File: src/rtl/snn_config_loader_if.sv
// Byte-serial configuration bus: start pulse plus 8-bit valid/ready transfer.
interface snn_config_loader_if;
    logic       cfg_start;
    logic       cfg_valid;
    logic [7:0] cfg_data;
    logic       cfg_ready;

    modport master (output cfg_start, output cfg_valid, output cfg_data, input cfg_ready);
    modport slave  (input cfg_start, input cfg_valid, input cfg_data, output cfg_ready);
endinterface

File: src/rtl/snn_config_loader.sv
// Assembles a byte-serial frame into the spiking layer's weight/parameter words,
// verifies an optional XOR checksum and commits the whole frame atomically.
module snn_config_loader #(
    parameter bit CHECKSUM_EN    = 1'b1,
    parameter int TIMEOUT_CYCLES = 255
) (
    input  logic                  clk,
    input  logic                  rst_n,
    snn_config_loader_if.slave    cfg,
    input  logic                  run_enable,
    output logic [71:0]           input_weights,
    output logic [31:0]           neuron_params,
    output logic                  layer_enable,
    output logic                  config_done,
    output logic                  cfg_error,
    output logic                  busy
);

    typedef enum logic [1:0] {IDLE, LOAD, CHECK, COMMIT} state_t;

    localparam logic [7:0] TMO_LAST  = 8'(TIMEOUT_CYCLES - 1);
    localparam logic [3:0] LAST_BYTE = 4'd12;

    state_t        state, state_next;
    logic [103:0]  shadow;
    logic [3:0]    byte_cnt;
    logic [7:0]    xor_acc;
    logic [7:0]    tmo_cnt;
    logic          chk_ok;
    logic          loaded;

    logic accepting, restart, xfer, last_byte, timed_out, commit_ok;

    assign accepting = (state == LOAD) || (state == CHECK);
    assign restart   = cfg.cfg_start && (state != COMMIT);
    // A start on the same edge as a valid byte discards that byte.
    assign xfer      = cfg.cfg_valid && accepting && !cfg.cfg_start;
    assign last_byte = (state == LOAD) && xfer && (byte_cnt == LAST_BYTE);
    assign timed_out = accepting && !cfg.cfg_start && !xfer && (tmo_cnt == TMO_LAST);
    assign commit_ok = !CHECKSUM_EN || chk_ok;

    assign cfg.cfg_ready = accepting;
    assign busy          = (state != IDLE);
    assign layer_enable  = run_enable && loaded && (state == IDLE);

    always_ff @(posedge clk or negedge rst_n) begin
        if (!rst_n) begin
            state <= IDLE;
        end else begin
            // NOTE: sequential state uses non-blocking assignments so every flop samples pre-edge values.
            state <= state_next;
        end
    end

    always_comb begin
        // NOTE: default assignment first so no path leaves state_next unassigned (no latch).
        state_next = state;
        unique case (state)
            IDLE:   if (cfg.cfg_start) state_next = LOAD;
            LOAD: begin
                if (cfg.cfg_start)   state_next = LOAD;
                else if (timed_out)  state_next = IDLE;
                else if (last_byte)  state_next = CHECKSUM_EN ? CHECK : COMMIT;
            end
            CHECK: begin
                if (cfg.cfg_start)   state_next = LOAD;
                else if (timed_out)  state_next = IDLE;
                else if (xfer)       state_next = COMMIT;
            end
            COMMIT: state_next = IDLE;
            default: state_next = IDLE;
        endcase
    end

    // Bytes arrive MSB first, so shifting a 13-byte window leaves {weights, params} in place.
    always_ff @(posedge clk or negedge rst_n) begin
        if (!rst_n) begin
            // NOTE: the shadow store is plain flops, so it is reset with everything else.
            shadow        <= '0;
            byte_cnt      <= '0;
            xor_acc       <= '0;
            tmo_cnt       <= '0;
            chk_ok        <= 1'b0;
            loaded        <= 1'b0;
            input_weights <= '0;
            neuron_params <= '0;
            config_done   <= 1'b0;
            cfg_error     <= 1'b0;
        end else begin
            config_done <= 1'b0;
            if (restart) begin
                byte_cnt  <= '0;
                xor_acc   <= '0;
                tmo_cnt   <= '0;
                cfg_error <= 1'b0;
            end else if (accepting) begin
                if (xfer) begin
                    tmo_cnt <= '0;
                    if (state == LOAD) begin
                        shadow   <= {shadow[95:0], cfg.cfg_data};
                        byte_cnt <= byte_cnt + 4'd1;
                        xor_acc  <= xor_acc ^ cfg.cfg_data;
                    end else begin
                        chk_ok <= (cfg.cfg_data == xor_acc);
                    end
                end else if (timed_out) begin
                    tmo_cnt   <= '0;
                    cfg_error <= 1'b1;
                end else begin
                    tmo_cnt <= tmo_cnt + 8'd1;
                end
            end else if (state == COMMIT) begin
                if (commit_ok) begin
                    input_weights <= shadow[103:32];
                    neuron_params <= shadow[31:0];
                    loaded        <= 1'b1;
                    config_done   <= 1'b1;
                end else begin
                    cfg_error <= 1'b1;
                end
            end
        end
    end

endmodule

File: src/flat_wrapper.sv
// flat-port wrapper written by rule: the top's interface ports become plain ports
module snn_config_loader_flat 
#(
    parameter bit CHECKSUM_EN    = 1'b1,
    parameter int TIMEOUT_CYCLES = 255
)
  (clk, rst_n, run_enable, input_weights, neuron_params, layer_enable, config_done, cfg_error, busy, cfg_cfg_start, cfg_cfg_valid, cfg_cfg_data, cfg_cfg_ready);
  snn_config_loader_if cfg_i ();
  input  logic clk;
  input  logic rst_n;
  input  logic run_enable;
  output logic [71:0] input_weights;
  output logic [31:0] neuron_params;
  output logic layer_enable;
  output logic config_done;
  output logic cfg_error;
  output logic busy;
  input wire logic [$bits(cfg_i.cfg_start)-1:0] cfg_cfg_start;
  input wire logic [$bits(cfg_i.cfg_valid)-1:0] cfg_cfg_valid;
  input wire logic [$bits(cfg_i.cfg_data)-1:0] cfg_cfg_data;
  output wire logic [$bits(cfg_i.cfg_ready)-1:0] cfg_cfg_ready;
  assign cfg_i.cfg_start = cfg_cfg_start;
  assign cfg_i.cfg_valid = cfg_cfg_valid;
  assign cfg_i.cfg_data = cfg_cfg_data;
  assign cfg_cfg_ready = cfg_i.cfg_ready;
  snn_config_loader #(.CHECKSUM_EN(CHECKSUM_EN), .TIMEOUT_CYCLES(TIMEOUT_CYCLES)) u_core (.clk(clk), .rst_n(rst_n), .cfg(cfg_i), .run_enable(run_enable), .input_weights(input_weights), .neuron_params(neuron_params), .layer_enable(layer_enable), .config_done(config_done), .cfg_error(cfg_error), .busy(busy));
endmodule
File: config.mk
export PLATFORM = sky130hd
export DESIGN_NAME = snn_config_loader_flat
export DESIGN_NICKNAME = d
export VERILOG_FILES = /design/src/rtl/snn_config_loader_if.sv /design/src/rtl/snn_config_loader.sv /design/src/flat_wrapper.sv
export SDC_FILE = /design/constraint.sdc
export NUM_CORES = 1
export LEC_CHECK = 0
export ABC_AREA = 1
export CAP_MARGIN = 20
export CELL_PAD_IN_SITES_DETAIL_PLACEMENT = 0
export CELL_PAD_IN_SITES_GLOBAL_PLACEMENT = 2
export CORE_MARGIN = 1
export CORE_UTILIZATION = 35
export DETAILED_ROUTE_END_ITERATION = 10
export GPL_TIMING_DRIVEN = 0
export HOLD_SLACK_MARGIN = 0.05
export PLACE_DENSITY_LB_ADDON = 0.1
export SETUP_SLACK_MARGIN = 0.5
export SYNTH_ARGS = -nofsm -noshare
export SYNTH_HDL_FRONTEND = slang
export SYNTH_SLANG_ARGS = --single-unit
File: constraint.sdc
create_clock -name clk -period 2.3 [get_ports clk]
set_clock_uncertainty 0.15 [all_clocks]
set_input_delay 0.69 -clock clk [delete_from_list [all_inputs] [get_ports clk]]
set_output_delay 0.69 -clock clk [all_outputs]
set_load 0.02 [all_outputs]
# After elaboration in Yosys (flattened, before gate mapping)
# Index checks and enable logic that the tools add are counted.
dict set report word_totals {
  regBits 234
  input_bits 13
  elab_cells 85
}
dict set report classes {
  add_sub_neg 2
  n_eq_ne 13
  muxes 30
  n_bitwise 4
  reduce_logical 25
}
# cell count
set op_table {}
lappend op_table {{two-way mux 8 bit} 8}
lappend op_table {{two-way mux 4 bit} 4}
lappend op_table {{AND reduction 4 bit} 4}
lappend op_table {{two-way mux 2 bit} 7}
lappend op_table {{logical AND 1 bit} 10}
lappend op_table {{two-way mux 1 bit} 10}
lappend op_table {{inequality test 3 bit, second input constant} 3}
lappend op_table {{adder 8 x 1 -> 8 bit, second input constant} 1}
lappend op_table {{== test 8 bit} 1}
lappend op_table {{== test 8 bit, second input constant} 1}
lappend op_table {{inequality test 4 x 2 -> 1 bit, second input constant} 2}
lappend op_table {{case mux 2 bit (4 select lines)} 1}
lappend op_table {{nonzero test 2 bit} 4}
lappend op_table {{bitwise XOR 8 bit} 1}
lappend op_table {{AND reduction 3 bit} 2}
lappend op_table {{adder 4 x 1 -> 4 bit, second input constant} 1}
lappend op_table {{== test 2 bit, second input constant} 2}
lappend op_table {{== test 4 bit, second input constant} 1}
lappend op_table {{inequality test 2 bit, second input constant} 2}
lappend op_table {{inverter 1 bit} 3}
lappend op_table {{nonzero test 3 bit} 1}
lappend op_table {{== test 2 x 1 -> 1 bit, second input constant} 1}
lappend op_table {{zero test 1 bit} 2}
lappend op_table {{zero test 2 bit} 1}
lappend op_table {{logical OR 1 bit} 1}

# Depth between registers and ports, before layout
# Gate-level depths: netlist (run 1).
dict set report logic_depth {
  ltp_word 11
  mapped_depth 12
}

# Worst setup path after synthesis (run 1)
# No wires, ideal clock.
dict set report synth_path {
  path_kind {flip-flop to flip-flop}
  start {register u_core.state[0]}
  end {register u_core.input_weights[45]}
  setup_ns 0.117
  arrival_ns 1.823
  required_time_ns 2.033
  slack_ns 0.210
  stages_incl_launch_ff 10
  path_buffers 3
  period_less_slack_ns 2.090
  path_cell_list {dfrtp_1 inv_1 ha_1 buf_6 nor3_4 inv_2 buf_2 buf_4 nand2_1 nand2_1}
}
dict set report synth_between {
  elab_chain_cells 4
}
# element line_no
set synth_lines {}
lappend synth_lines {{start: declaration} snn_config_loader.sv:24} ;# state_t state, state_next;
lappend synth_lines {{start signal: assignment} snn_config_loader.sv:51} ;# state <= state_next;
lappend synth_lines {{== test 2 x 1 -> 1 bit or == test 2 bit (tied branches)} snn_config_loader.sv:34} ;# assign accepting = (state == LOAD) || (state == CHECK);
lappend synth_lines {{logical OR 1 bit (*)} snn_config_loader.sv:34}
lappend synth_lines {{net cfg_cfg_ready} flat_wrapper.sv:21} ;# output wire logic [$bits(cfg_i.cfg_ready)-1:0] cfg_cfg_ready;
lappend synth_lines {{inverter 1 bit (no source line) (*)} --}
lappend synth_lines {{AND reduction 4 bit (no source line) (*)} --}
lappend synth_lines {{end signal: assignment} snn_config_loader.sv:114} ;# input_weights <= shadow[103:32];
lappend synth_lines {{end: declaration} snn_config_loader.sv:11} ;# output logic [71:0] input_weights,
# The timed path passes the listed nets; every way through them passes the cells marked *.
# A chain may end at the register's enable or synchronous reset.

# Worst setup path in the final report (run 1)
dict set report layout_path {
  start {input port run_enable}
  end {output port layer_enable}
}
dict set report layout_between {
  elab_chain_cells 2
}
# element line_no
set layout_lines {}
lappend layout_lines {{start: declaration} flat_wrapper.sv:11} ;# input logic run_enable;
lappend layout_lines {{logical AND 1 bit (2 in series)} snn_config_loader.sv:44} ;# assign layer_enable = run_enable && loaded && (state == IDLE);
lappend layout_lines {{end: declaration} flat_wrapper.sv:14} ;# output logic layer_enable;
# Every way passes these cells.

==> results of run 1 <==
-- cell usage in the layout (no fill, tap or decap), types with 14 or more instances in the layout --
master / n
sky130_fd_sc_hd__nand2_4: 75
sky130_fd_sc_hd__buf_16: 19
sky130_fd_sc_hd__inv_1: 105
sky130_fd_sc_hd__buf_4: 99
sky130_fd_sc_hd__buf_12: 23
sky130_fd_sc_hd__o21ai_1: 61
sky130_fd_sc_hd__nand2_1: 93
sky130_fd_sc_hd__nor2_1: 14
sky130_fd_sc_hd__buf_6: 127
sky130_fd_sc_hd__buf_8: 26
sky130_fd_sc_hd__clkbuf_16: 46
sky130_fd_sc_hd__o21ai_2: 142
sky130_fd_sc_hd__dfrtp_1: 228
sky130_fd_sc_hd__nand2_2: 94
-- path summary, 6_finish.rpt --
check                                             from                              endpoint  slack [ns]  depth (start not counted)
setup / recovery                            run_enable                          layer_enable        0.04                          4
hold / removal                                   rst_n  u_core.input_weights[14]$_DFFE_PN0P_       -0.05                          1
setup reg to reg           u_core.state[0]$_DFFE_PN0P_         u_core.shadow[49]$_DFFE_PN0P_        0.16                         12
hold reg to reg              u_core.loaded$_DFFE_PN0P_             u_core.loaded$_DFFE_PN0P_        0.31                          2
max in group asynchronous                        rst_n           u_core.state[0]$_DFFE_PN0P_        0.75                          3
min in group clk             u_core.loaded$_DFFE_PN0P_             u_core.loaded$_DFFE_PN0P_        0.31                          2
-- timing repair --
item | in CTS | in global routing
cloned | 22 | 15
endpoints found under the hold margin | 63 | 63
gates resized for setup | 834 | 427
buffers inserted | 51 | 71
endpoints found under the setup margin | 341 | 343
pin swaps | 3 | 29
-- report_power, final --
part           switching [mW]  internal [mW]  leakage (nW)
Sequential               1.18           5.60          3.04
Combinational            3.93           4.04          4.19
Clock                    1.71           2.43         0.432
-- per-layer routing --
metal	vias up	track usage, %	share of wire [%]
met5	-	0	0
met4	0	3.71	1.6
met3	26	2.49	2.6
met2	102	29.8	48
met1	3736	27.4	48
li1	3673	-	-
-- critical path: stages --
cell and delay [ns]:
sky130_fd_sc_hd__clkdlybuf4s50_1 0.47, sky130_fd_sc_hd__nand2_2 0.05, sky130_fd_sc_hd__nor2_2 0.08, sky130_fd_sc_hd__buf_6 0.12
-- cell type report --
cell class / instances / area share, %
Buffer: 47 / 5.00
Clock buffer: 42 / 5.13
Clock inverter: 6 / 0.258
Inverter: 114 / 2.97
Multi-Input combinational cell: 557 / 26.3
Sequential cell: 234 / 36.7
Tap cell: 335 / 2.62
Timing Repair Buffer: 280 / 21.1
-- state kept, by name, indices dropped and copies added (netlist names) --
signal,flops
u_core.byte_cnt,4
u_core.cfg_error,1
u_core.chk_ok,1
u_core.config_done,1
u_core.input_weights,72
u_core.loaded,1
u_core.neuron_params,32
u_core.shadow,104
u_core.state,2
u_core.tmo_cnt,8
u_core.xor_acc,8
-- cells by family (layout without fill, tap and decap cells) --
logic type / count (synthesis) / after routing
buffers and inverters: 161 / 489
adder cells (fa/ha/maj): 8 / 8
AND/OR/NAND/NOR: 312 / 313
flip-flops: 234 / 234
XOR/XNOR: 13 / 13
AO/OA/AOI/OAI: 223 / 223
==> results.json, run 1 <==
{
  "outcome": "complete, but fails checks",
  "violations": "hold timing",
  "worst_margin_pin_slew_ns": 0.540,
  "largest_family_of_logic_cells_by_synthesized_area": "simple AND/OR/NAND/NOR gates",
  "post_layout_nonfiller_instances": 1615,
  "antenna_found_initial": 0,
  "core_occupancy_in_the_finished_layout_pct": 61.4,
  "p_total_mw": 18.9,
  "fillers": 2192,
  "max_slew_margin_pct": 64.0,
  "synth_commonest_cells": "sky130_fd_sc_hd__nand2_1, sky130_fd_sc_hd__dfrtp_1, sky130_fd_sc_hd__o21ai_0, sky130_fd_sc_hd__inv_1, sky130_fd_sc_hd__o21ai_1",
  "postLayoutSetupSlackWorst_ns": 0.0414,
  "cts_num_sinks": 234,
  "p_leak_nw": 7.67,
  "placement.cell_area_um2": 11100,
  "criticalPathCategory": "in -> out",
  "starting_density_of_the_core_pct": 35.7,
  "clk_path_buf_depth": 3,
  "core_area_um2": 26100,
  "dp_worst_setup_slack_ns": -0.409,
  "synth_top_area_share_pct": 63.0,
  "port-buffer-count": 120,
  "whs_ns": -0.0538,
  "area_growth_pct": 72.0,
  "floorplan.io_pins": 122,
  "dp_cells": 1408,
  "clkSlewWorstSetupHoldPaths_ns": 0.06,
  "number_of_vias_after_detailed_routing": 7537,
  "yosys_register_bits": 234,
  "fraction_of_layout_instances_using_a_drive_strength_above_1_pct": 56.6,
  "synthesized_netlist_net_count": 972,
  "path_max_fanout": 1,
  "final_nets": 1281,
  "synth.cell_area_um2": 9300,
  "drt_iter0_drc": 364,
  "die_width_um": 165,
  "muxShareOfSynthArea_pct": 0,
  "cp_arrival_ns": 1.42,
  "overflow": 0,
  "setup.worst_path.end_class": "output port",
  "maximum_number_of_pins_on_one_net_before_global_route_repair": 103,
  "path_type_of_the_worst_min_delay_path": "in -> async",
  "place_congestion": 0.740,
  "cellPowerDensity_nw_per_um2": 1180,
  "first_pass_grt_wire_length_um": 39800,
  "synthFlopType": "sky130_fd_sc_hd__dfrtp_1",
  "detailed_place_hpwl_um": 15600,
  "tns_ns": 0,
  "post_synth_cell_types": 33,
  "worst_skew_pair.late_latency_ns": 0.54,
  "final-setup-viol-count": 0,
  "cp.required_ns": 1.46,
  "synth_warn": 0,
  "cts-buffers-inserted": 26,
  "totalWireLength_um": 26800,
  "synth-compound-area-share_pct": 12.6,
  "synth_xor_area_share_pct": 1.22,
  "grtUsageTotal_pct": 18.8,
  "num_rows": 59,
  "drt.antenna.violating_nets": 0,
  "seq_area_um2": 5860,
  "dieHeight_um": 165,
  "tritoncts": "done",
  "post-route-min-period_ns": 2.26,
  "vias_in_the_first_global_route": 7207,
  "post-route-drc-count": 0,
  "yosys.area.top_type": "sky130_fd_sc_hd__dfrtp_1",
  "finish.instance_area_um2": 16000,
  "wire_length_per_cell_um": 16.6,
  "drt_first_pass_iters": 4,
  "ratio_of_final_minimum_period_to_clock_period_pct": 98.2,
  "yosys.area_share.adder_pct": 1.08,
  "critical_path.startpoint_type": "primary input",
  "fraction_of_the_mapped_netlist_area_in_simple_logic_gates_pct": 13.7,
  "cts_root_buf": "sky130_fd_sc_hd__clkbuf_16",
  "unrepaired_setup_endpoints_after_global_routing": "true",
  "syn_inst": 951,
  "die_area_um2": 27200,
  "max_freq_ghz": 0.443,
  "synthTopCellsByArea": "sky130_fd_sc_hd__dfrtp_1, sky130_fd_sc_hd__nand2_1, sky130_fd_sc_hd__o21ai_0",
  "diodes": 0,
  "yosysSeqAreaShare_pct": 63.0,
  "timing_hold_violations_final": 63,
  "multi_input_comb_area_um2": 4200,
  "drt-vias-per-instance": 4.67,
  "maxSlewViolCount": 0,
  "synth_enable_flop_cells": 0,
  "synth.avg_cell_area_um2": 9.78,
  "ctsHtreeMaxLevel": 1,
  "ir_worst_vdd_mv": 0.638,
  "drv_cap": 0,
  "synth.most_common_cell": "sky130_fd_sc_hd__nand2_1",
  "async_flop_share_pct": 100
}
Note: power is estimated with default switching activity, not from simulation.
==> inputs of run 2 (changes only) <==
Clock period 2.3 ns to 2.5 ns, I/O delays scaled along.
==> results.json, run 2 (synthesized netlist as in run 1, its figures left out) <==
{
  "outcome": "finished, final reports clean",
  "grtUsageTotal_pct": 17.6,
  "port-buffer-count": 120,
  "drt_first_pass_iters": 6,
  "largest_register_ff_count": 104,
  "whs_ns": 0.0769,
  "number_of_vias_after_detailed_routing": 7073,
  "multi_input_comb_area_um2": 3380,
  "path_type_of_the_worst_min_delay_path": "in -> async",
  "path_max_fanout": 3,
  "area_growth_pct": 46.5,
  "floorplan.io_pins": 122,
  "cts_num_sinks": 234,
  "diodes": 0,
  "finish.instance_area_um2": 13600,
  "overflow": 0,
  "starting_density_of_the_core_pct": 35.7,
  "ratio_of_final_minimum_period_to_clock_period_pct": 92.4,
  "dieHeight_um": 165,
  "num_rows": 59,
  "ir_worst_vdd_mv": 0.571,
  "core_area_um2": 26100,
  "setup.worst_path.end_class": "output port",
  "seq_area_um2": 5860,
  "drt-vias-per-instance": 4.64,
  "die_width_um": 165,
  "cp.required_ns": 1.60,
  "placement.cell_area_um2": 11000,
  "final-setup-viol-count": 0,
  "criticalPathCategory": "reg -> out",
  "postLayoutSetupSlackWorst_ns": 0.190,
  "first_pass_grt_wire_length_um": 37300,
  "p_leak_nw": 6.86,
  "unrepaired_setup_endpoints_after_global_routing": "true",
  "cts-buffers-inserted": 26,
  "die_area_um2": 27200,
  "most-common-layout-cells": "sky130_fd_sc_hd__dfrtp_1, sky130_fd_sc_hd__nand2_1, sky130_fd_sc_hd__inv_1, sky130_fd_sc_hd__o21ai_1, sky130_fd_sc_hd__buf_2",
  "cts_root_buf": "sky130_fd_sc_hd__clkbuf_16",
  "detailed_place_hpwl_um": 15800,
  "place_congestion": 0.761,
  "max_slew_margin_pct": 61.6,
  "dp_worst_setup_slack_ns": -0.342,
  "max_freq_ghz": 0.433,
  "drt_iter0_drc": 330,
  "worst_r2r_path_depth": 12,
  "worst_margin_pin_slew_ns": 0.576,
  "biggestRegsByFlops": "u_core.shadow x104, u_core.input_weights x72, u_core.neuron_params x32",
  "cellPowerDensity_nw_per_um2": 1140,
  "clk_path_buf_depth": 3,
  "core_occupancy_in_the_finished_layout_pct": 52.3,
  "maximum_number_of_pins_on_one_net_before_global_route_repair": 108,
  "wire_length_per_cell_um": 16.6,
  "clkSlewWorstSetupHoldPaths_ns": 0.06,
  "fillers": 2431,
  "critical_path.startpoint_type": "register",
  "post-route-drc-count": 0,
  "final_common_cell": "sky130_fd_sc_hd__dfrtp_1",
  "tns_ns": 0,
  "final_nets": 1191,
  "max_flop_register": "u_core.shadow",
  "totalWireLength_um": 25200,
  "ctsHtreeMaxLevel": 1,
  "vias_in_the_first_global_route": 6757,
  "worst_skew_pair.late_latency_ns": 0.52,
  "drt.antenna.violating_nets": 0,
  "fraction_of_layout_instances_using_a_drive_strength_above_1_pct": 37.5,
  "tritoncts": "done",
  "maxSlewViolCount": 0,
  "drv_cap": 0,
  "cp_arrival_ns": 1.41,
  "post-route-min-period_ns": 2.31,
  "antenna_found_initial": 0,
  "timing_hold_violations_final": 0
}
-- run 2: metrics by stage --
step	cells	power, mW
finish	1523	15.5
global route	1523	16.5
CTS	1473	14.2
detailed placement	1408	10.3
global placement	1406	10.2
floorplan	951	8.36
-- run 2: report_power, final --
| group | total, mW | internal (mW) | switching [mW] |
|---|---|---|---|
| sequential | 6.17 | 5.15 | 1.02 |
| clock | 3.95 | 2.43 | 1.52 |
| combinational | 5.38 | 2.41 | 2.97 |
-- run 2: critical path, stage by stage (launching register included) --
cell and delay (ns):
sky130_fd_sc_hd__dfrtp_2 0.41, sky130_fd_sc_hd__inv_2 0.08, sky130_fd_sc_hd__ha_4 0.13, sky130_fd_sc_hd__nand2_1 0.05, sky130_fd_sc_hd__nor2_1 0.08, sky130_fd_sc_hd__buf_4 0.14
-- run 2: final cells by class --
class	count	share of cell area (%)
Buffer	47	4.51
Clock buffer	40	5.98
Clock inverter	6	0.588
Inverter	114	3.31
Multi-Input combinational cell	557	24.8
Sequential cell	234	43.0
Tap cell	335	3.08
Timing Repair Buffer	189	14.7
Timing Repair inverter	1	0.0551
-- run 2: path summary, 6_finish.rpt --
| check | startpoint | endpoint | slack, ns |
|---|---|---|---|
| worst max-delay path | u_core.state[0]$_DFFE_PN0P_ | layer_enable | 0.19 |
| worst min-delay path | rst_n | u_core.input_weights[17]$_DFFE_PN0P_ | 0.08 |
| worst max register to register | u_core.state[0]$_DFFE_PN0P_ | u_core.neuron_params[8]$_DFFE_PN0P_ | 0.38 |
| worst min register to register | u_core.loaded$_DFFE_PN0P_ | u_core.loaded$_DFFE_PN0P_ | 0.31 |
| max in group asynchronous | rst_n | u_core.state[0]$_DFFE_PN0P_ | 1.18 |
| min in group clk | u_core.loaded$_DFFE_PN0P_ | u_core.loaded$_DFFE_PN0P_ | 0.31 |
-- run 2: what timing repair did --
item                                    in CTS  in global routing
gates resized for setup                    531                388
endpoints found under the setup margin     333                190
hold buffers                                 1                  0
gates cloned                                 2                 26
setup buffers                               16                 23
pin swaps                                    7                 10
hold endpoints to repair                    23                  0
-- run 2: per-layer routing --
layer,track usage (%),share of wire [%]
met1,26.0,48
met2,27.4,47
met3,2.31,3.4
met4,4.09,1.7
met5,0,0
==> inputs of run 3 (changes only) <==
Settings changed: CELL_PAD_IN_SITES_DETAIL_PLACEMENT 0 to 1, CELL_PAD_IN_SITES_GLOBAL_PLACEMENT 2 to 1, CORE_UTILIZATION 35 to 42.
==> results.json, run 3 (synthesized netlist as in run 1, its figures left out) <==
{
  "drt-vias-per-instance": 5.21,
  "port-buffer-count": 120,
  "area_growth_pct": 51.3,
  "p_leak_nw": 7.09,
  "clkSlewWorstSetupHoldPaths_ns": 0.06,
  "p_total_mw": 16.5,
  "final_nets": 1212,
  "outcome": "finished, final reports clean",
  "worst_margin_pin_slew_ns": 0.534,
  "maxSlewViolCount": 0,
  "path_type_of_the_worst_min_delay_path": "reg -> reg",
  "setup.worst_path.end_class": "output port",
  "biggestRegsByFlops": "u_core.shadow x104, u_core.input_weights x72, u_core.neuron_params x32",
  "maximum_number_of_pins_on_one_net_before_global_route_repair": 107,
  "cts_root_buf": "sky130_fd_sc_hd__clkbuf_16",
  "drv_cap": 0,
  "first_pass_grt_wire_length_um": 39600,
  "core_occupancy_in_the_finished_layout_pct": 64.6,
  "critical_path.startpoint_type": "register",
  "tritoncts": "done",
  "die_area_um2": 22700,
  "grtUsageTotal_pct": 22.1,
  "die_width_um": 151,
  "diodes": 0,
  "ir_worst_vdd_mv": 0.657,
  "drt_first_pass_iters": 4,
  "unrepaired_setup_endpoints_after_global_routing": "true",
  "cp-startpoint": "u_core.state[1]$_DFFE_PN0P_",
  "num_rows": 54,
  "post-route-drc-count": 0,
  "detailed_place_hpwl_um": 16200,
  "critical_path.cell_chain": "inv_2 > ha_4 > nand2_2 > nor2_1 > buf_4",
  "clk_path_buf_depth": 3,
  "place_congestion": 0.769,
  "ctsHtreeMaxLevel": 1,
  "number_of_vias_after_detailed_routing": 7766,
  "most-common-layout-cells": "sky130_fd_sc_hd__dfrtp_1, sky130_fd_sc_hd__nand2_1, sky130_fd_sc_hd__inv_1, sky130_fd_sc_hd__o21ai_2, sky130_fd_sc_hd__buf_2",
  "hold_path_startpoint": "u_core.input_weights[50]$_DFFE_PN0P_",
  "cellPowerDensity_nw_per_um2": 1170,
  "cp_arrival_ns": 1.42,
  "critical-path-slowest-cell": "sky130_fd_sc_hd__dfrtp_1",
  "final_common_cell": "sky130_fd_sc_hd__dfrtp_1",
  "ratio_of_final_minimum_period_to_clock_period_pct": 92.7,
  "criticalPathCategory": "reg -> out",
  "final-setup-viol-count": 0,
  "cts-buffers-inserted": 25,
  "totalWireLength_um": 31300,
  "dieHeight_um": 151,
  "critical_path.max_stage_delay_ns": 0.41,
  "worst_r2r_startpoint": "u_core.state[1]$_DFFE_PN0P_",
  "floorplan.io_pins": 122,
  "drt_iter0_drc": 358,
  "path_max_fanout": 3,
  "worst_skew_pair.late_latency_ns": 0.52,
  "vias_in_the_first_global_route": 7420,
  "drt.antenna.violating_nets": 0,
  "fraction_of_layout_instances_using_a_drive_strength_above_1_pct": 46.7,
  "max_slew_margin_pct": 64.4,
  "fillers": 2274,
  "max_freq_ghz": 0.432,
  "post-route-min-period_ns": 2.32,
  "largest_register_ff_count": 104,
  "timing_hold_violations_final": 0,
  "cp.required_ns": 1.60,
  "overflow": 0,
  "wire_length_per_cell_um": 21.0,
  "starting_density_of_the_core_pct": 42.7,
  "core_area_um2": 21800,
  "max_flop_register": "u_core.shadow",
  "cts_num_sinks": 234,
  "antenna_found_initial": 0
}
==> run 3: area by class of cell <==
type / instances / area (µm²) / area share, %
inverter: 114 / 448 / 3.18
buffer: 47 / 613 / 4.36
multi-input combinational: 556 / 3860 / 27.5
clock inverter: 7 / 91.3 / 0.649
sequential: 234 / 5860 / 41.7
timing repair buffer: 212 / 2100 / 14.9
tap: 280 / 350 / 2.49
clock buffer: 39 / 738 / 5.25
timing repair inverter: 1 / 5.00 / 0.0356
==> run 3: through the flow <==
stage / instance area [µm²] / hold WS (ns) / instances / setup slack, ns / TNS, ns
6_report: 14100 / 0.324 / 1490 / 0.183 / 0
3_5_place_dp: 10900 / 0.310 / 1353 / -0.342 / -4.37
3_3_place_gp: 10900 / 0.289 / 1351 / -10.56 / -2258.46
2_1_floorplan: 9300 / 0.272 / 951 / 0.517 / 0
5_1_grt: 14100 / 0.353 / 1490 / 0.109 / 0
4_1_cts: 11500 / 0.321 / 1420 / 0.182 / 0
==> run 3: repair_timing <==
| item | CTS | global route |
|---|---|---|
| buffers inserted | 20 | 42 |
| endpoints found under the setup margin | 338 | 207 |
| hold buffers | 1 | 0 |
| gates cloned | 0 | 28 |
| pin swaps | 6 | 16 |
| gates resized for setup | 503 | 564 |
| hold endpoints to repair | 39 | 0 |
==> run 3: final timing paths <==
check	end	slack [ns]	cells past startpoint
min	u_core.input_weights[50]$_DFFE_PN0P_	0.32	2
max in group asynchronous	u_core.state[0]$_DFFE_PN0P_	0.78	3
max reg2reg	u_core.input_weights[27]$_DFFE_PN0P_	0.28	10
min in group asynchronous	u_core.input_weights[20]$_DFFE_PN0P_	0.55	2
max	layer_enable	0.18	5
min reg2reg	u_core.input_weights[50]$_DFFE_PN0P_	0.32	2
==> run 3: critical path: cells and delay by family, from the launching register on <==
kind	cells	cell delay [ns]
buffers and inverters	2	0.23
DFF	1	0.41
and+or+nand+nor	2	0.12
adders and majority gates	1	0.14
==> run 3: power breakdown <==
part | total (mW) | switching [mW] | internal (mW) | leakage, nW
logic | 6.34 | 3.55 | 2.79 | 3.64
registers | 6.40 | 1.25 | 5.15 | 3.05
clock network | 3.77 | 1.53 | 2.23 | 0.405
==> run 3: layer usage <==
layer | track usage [%] | vias up | routed length [µm] | share of wire, %
met2 | 36.3 | 166 | 16600 | 53
met5 | 0 | - | 0 | 0
met4 | 5.60 | 0 | 653 | 2.1
met3 | 2.56 | 50 | 1010 | 3.2
met1 | 31.2 | 4046 | 13000 | 41
li1 | - | 3504 | - | -
==> patch 1, RTL diff (settings of run 3) <==
Compare `byte_cnt` against `LAST_BYTE` with >= in place of ==.
--- a/src/rtl/snn_config_loader.sv
+++ b/src/rtl/snn_config_loader.sv
@@ -36,5 +36,5 @@
     // A start on the same edge as a valid byte discards that byte.
     assign xfer      = cfg.cfg_valid && accepting && !cfg.cfg_start;
-    assign last_byte = (state == LOAD) && xfer && (byte_cnt == LAST_BYTE);
+    assign last_byte = (state == LOAD) && xfer && (byte_cnt >= LAST_BYTE);
     assign timed_out = accepting && !cfg.cfg_start && !xfer && (tmo_cnt == TMO_LAST);
     assign commit_ok = !CHECKSUM_EN || chk_ok;
Check against the original RTL: no difference found for any inputs over 4 cycles, from zero or initial values and one cycle with rst_n low; that may be too few to reach the edited logic, so the function may still have changed.
==> patch 1 against run 3 <==
  * Cell count decreased by 2.8%
  * Synthesized area is 4.3% higher
  * Sequential cell count did not move
  * Cell area is 12% lower
  * Via count decreased by 8.7%
  * Fmax up 0.32%
  * Wire length shrank 20%
  * Sequential share of layout area up 5.7 points
  * Worst setup slack gained 0.0074 ns
  * Largest cell class unchanged
Power is not compared: it rests on default switching activity, and its combinational part moved more than twofold at a synthesized area within 25%.
==> patch 1: results (changes against run 3) <==
- Status: finished clean
- TritonCTS buffer count: 26 (+4.0%)
- M2 GR Usage: 37.2% (+0.90 points)
- Layout clock buffers: 41 (+5.1%)
- Netlist cell types: 28 (-15%)
- Placed cell count: 1367 (+1.0%)
- Pre-CTS setup slack: -0.349 ns (-0.00658 ns)
- Nets: 1167 (-3.7%)
- Vias per cell: 4.90 (-6.1%)
- Synth area leaders: dfrtp_1 60%, nand2_1 10%, o21ai_2 8.8%
- M1 GR Usage: 29.3% (-1.9 points)
- Average routed wire per standard cell: 17.3 um (-18%)
- Share of layout cells above drive strength 1: 31.0% (-16 points)
- Commonest cells post-synth: 264 x nand2_1, 234 x dfrtp_1, 117 x inv_1, 97 x o21ai_2, 78 x o21ai_1
- First-iteration detailed-routing DRC count: 239 (-33%)
- Vias in the first global route: 7601 (+2.4%)
- Area Overhead vs Synth: 27.5%
- DR vias: 7094 (-8.7%)
- Filler cells: 2532 (+11%)
- CP max-delay cell: dfrtp_2
- First-pass GRT wire length: 40800 um (+3.0%)
- Post-synthesis compound-gate area fraction: 15.1% (+2.5 points)
- Reg2reg setup slack: 0.51 ns (+0.23 ns)
- Inverters: 120 (+4.3%)
- Mapped Nets: 979 (+0.72%)
[patch 1: what timing repair did]
action	in CTS	in global routing
endpoints found under the setup margin	333	133
gates cloned	0	5
pin swaps	3	11
endpoints found under the hold margin	29	0
hold buffers	4	0
setup buffers	8	20
resized for setup	497	104
[patch 1: final timing paths]
path / from / endpoint
setup / recovery: u_core.state[0]$_DFFE_PN0P_ / busy
hold / removal: u_core.loaded$_DFFE_PN0P_ / u_core.loaded$_DFFE_PN0P_
setup reg to reg: u_core.state[1]$_DFFE_PN0P_ / u_core.shadow[33]$_DFFE_PN0P_
hold reg to reg: u_core.loaded$_DFFE_PN0P_ / u_core.loaded$_DFFE_PN0P_
max in group asynchronous: rst_n / u_core.neuron_params[17]$_DFFE_PN0P_
min in group asynchronous: rst_n / u_core.shadow[66]$_DFFE_PN0P_
[patch 1: layer usage]
layer	share of wire (%)	routed length (um)
met5	0	0
met4	1.4	345
met1	46	11500
met3	2.8	700
met2	50	12500
==> patch 2, RTL diff (settings of run 3) <==
Without the edit above. `CHECKSUM_EN` is set to 1'b1 in 2 places; all go to 1'b0.
--- a/src/rtl/snn_config_loader.sv
+++ b/src/rtl/snn_config_loader.sv
@@ -2,5 +2,5 @@
 // verifies an optional XOR checksum and commits the whole frame atomically.
 module snn_config_loader #(
-    parameter bit CHECKSUM_EN    = 1'b1,
+    parameter bit CHECKSUM_EN    = 1'b0,
     parameter int TIMEOUT_CYCLES = 255
 ) (
--- a/src/flat_wrapper.sv
+++ b/src/flat_wrapper.sv
@@ -2,5 +2,5 @@
 module snn_config_loader_flat 
 #(
-    parameter bit CHECKSUM_EN    = 1'b1,
+    parameter bit CHECKSUM_EN    = 1'b0,
     parameter int TIMEOUT_CYCLES = 255
 )
Behaviour: no difference found for any inputs over 4 cycles, from zero or initial values and one cycle with rst_n low; that may be too few to reach the edited logic, so the function may still have changed.
==> patch 2 against run 3 <==
  * Worst setup slack better by 0.0049 ns
  * Synthesized area down 5.6%
  * Total power down 8.0%
  * Cell area down 18%
  * Combinational power down 14%
  * Cell count down 14%
  * First-iteration DRC count down 28%
  * Synthesized cell count down 15%
  * Wire length down 23%
  * Register-to-register slack better by 0.04 ns
  * Die area down 5.5%
  * Hold slack worse by 0.23 ns
  * Sequential cell count down 9
  * Critical path type unchanged
  * Largest power group unchanged
==> patch 2: results (changes against run 3) <==
- Hpwl dp: 15200 um (-6.1%)
- Gpl congestion: 0.771 (+0.21%)
- Cell Area, Placed: 10400 um^2 (-4.9%)
- Nets: 1025 (-15%)
- Filler cells: 2222 (-2.3%)
- HP Class: input port to async pin
- Synth area leaders: dfrtp_1 64%, nand2_1 14%, mux2_2 9.7%
- Largest net degree at the start of global routing: 115 (+7.5%)
- Switching Fraction: 36.7% (-1.7 points)
- WL final: 24200 um (-23%)
- Worst vdd ir: 0.565 mV (-14%)
- First-iteration detailed-routing DRC count: 256 (-28%)
- Flop pwr share: 40.2% (+1.4 points)
- Commonest cells post-synth: 337 x nand2_1, 225 x dfrtp_1, 76 x mux2_2, 30 x inv_1, 27 x nor2_1
- Pre-CTS setup slack: -0.386 ns (-0.0442 ns)
- Asr flop ratio synth: 100% (unchanged)
- Share of layout cells above drive strength 1: 35.0% (-12 points)
- Tot GR Track Use: 21.8% (-0.26 points)
- Post-synthesis sequential area ratio: 64.1% (+1.1 points)
- Port Buffer Count: 121 (+0.83%)
- H-Tree Depth: 1 (unchanged)
- Leak: 6.23 nW (-12%)
- Vias in the first global route: 6966 (-6.1%)
- Pre-Repair DR Iteration Count: 4 (unchanged)
- TritonCTS buffer count: 24 (-4.0%)
- DR vias: 6431 (-17%)
- Clk pin slew, worst setup/hold paths: 0.06 ns (about the same)
- Worst rel slew slack: 39.4% (-25 points)
- First-pass GRT wire length: 37100 um (-6.2%)
- Reg2reg setup slack: 0.32 ns (+0.04 ns)
- Mapped Nets: 830 (-15%)
- Worst r2r dst: u_core.shadow[91]$_DFFE_PN0P_
- Status: finished clean
## patch 2: cell types whose count changed after synthesis, sizes merged, moves of 9 or more
| cell | change |
|---|---|
| inv | -84 |
| o21ai | -189 |
| mux2 | +92 |
| dfrtp | -9 |
| nand2 | +75 |
| buf | -15 |
## patch 2: how the worst max path moves through the flow
stage,to,slack (ns),cells past startpoint
after global placement,u_core.input_weights[13]$_DFFE_PN0P_,-8.55,1
after global routing,layer_enable,0.12,5
final,busy,0.19,5
after CTS,layer_enable,0.12,5
after detailed placement,layer_enable,-0.39,4
after floorplan,u_core.shadow[86]$_DFFE_PN0P_,0.51,8
## patch 2: power groups by stage
stage	combinational [mW]	sequential (mW)	clock, mW
after floorplan	2.20	6.51	0
after global placement	4.78	6.05	0
after detailed placement	5.00	6.13	0
after CTS	4.79	6.08	3.69
after global routing	5.92	6.26	3.83
final	5.46	6.10	3.62
## patch 2: layout make-up
cell class	instances	area (um^2)	share of cell area [%]
plain buffers	35	327	2.82
clock buffers	32	702	6.07
clock inverters	8	104	0.898
inverters	30	123	1.06
multi-input cells	519	3050	26.3
flip-flops and latches	225	5630	48.7
well taps	270	338	2.92
repair buffers	169	1300	11.2
## patch 2: stage by stage
| step | hold slack, ns | utilization, % | instances | total power, mW |
|---|---|---|---|---|
| floorplan | 0.273 | - | 809 | 8.70 |
| CTS | 0.186 | 53.5 | 1255 | 14.6 |
| detailed placement | 0.312 | 51.0 | 1201 | 11.1 |
| global placement | 0.288 | 50.8 | 1200 | 10.8 |
| finish | 0.0965 | 56.8 | 1288 | 15.2 |
| global route | 0.180 | 56.8 | 1288 | 16.0 |
## patch 2: per-layer routing
layer,track usage (%),wire [um]
met1,29.1,10400
met2,38.3,12600
met3,2.44,734
met4,4.74,434
met5,0,0
## patch 2: kinds of logic after synthesis
kind of cell / count (synthesis) / synth area share, %
compound gates: 31 / 1.80
xor+xnor: 4 / 0.399
fa+ha+maj: 8 / 1.14
buf+inv: 65 / 3.21
flops: 225 / 64.1
mux: 92 / 12.5
simple gates: 384 / 16.9
## patch 2: worst max-delay path, stage by stage, from the launching register on
cell and delay, ns:
dfrtp_1 0.37, inv_2 0.06, ha_4 0.16, buf_4 0.13, inv_4 0.06, buf_6 0.11
## patch 2: repair_timing
item	CTS	global route
gates cloned	0	6
endpoints found under the setup margin	328	177
pin swaps	7	16
gates resized for setup	500	110
buffers inserted	14	27
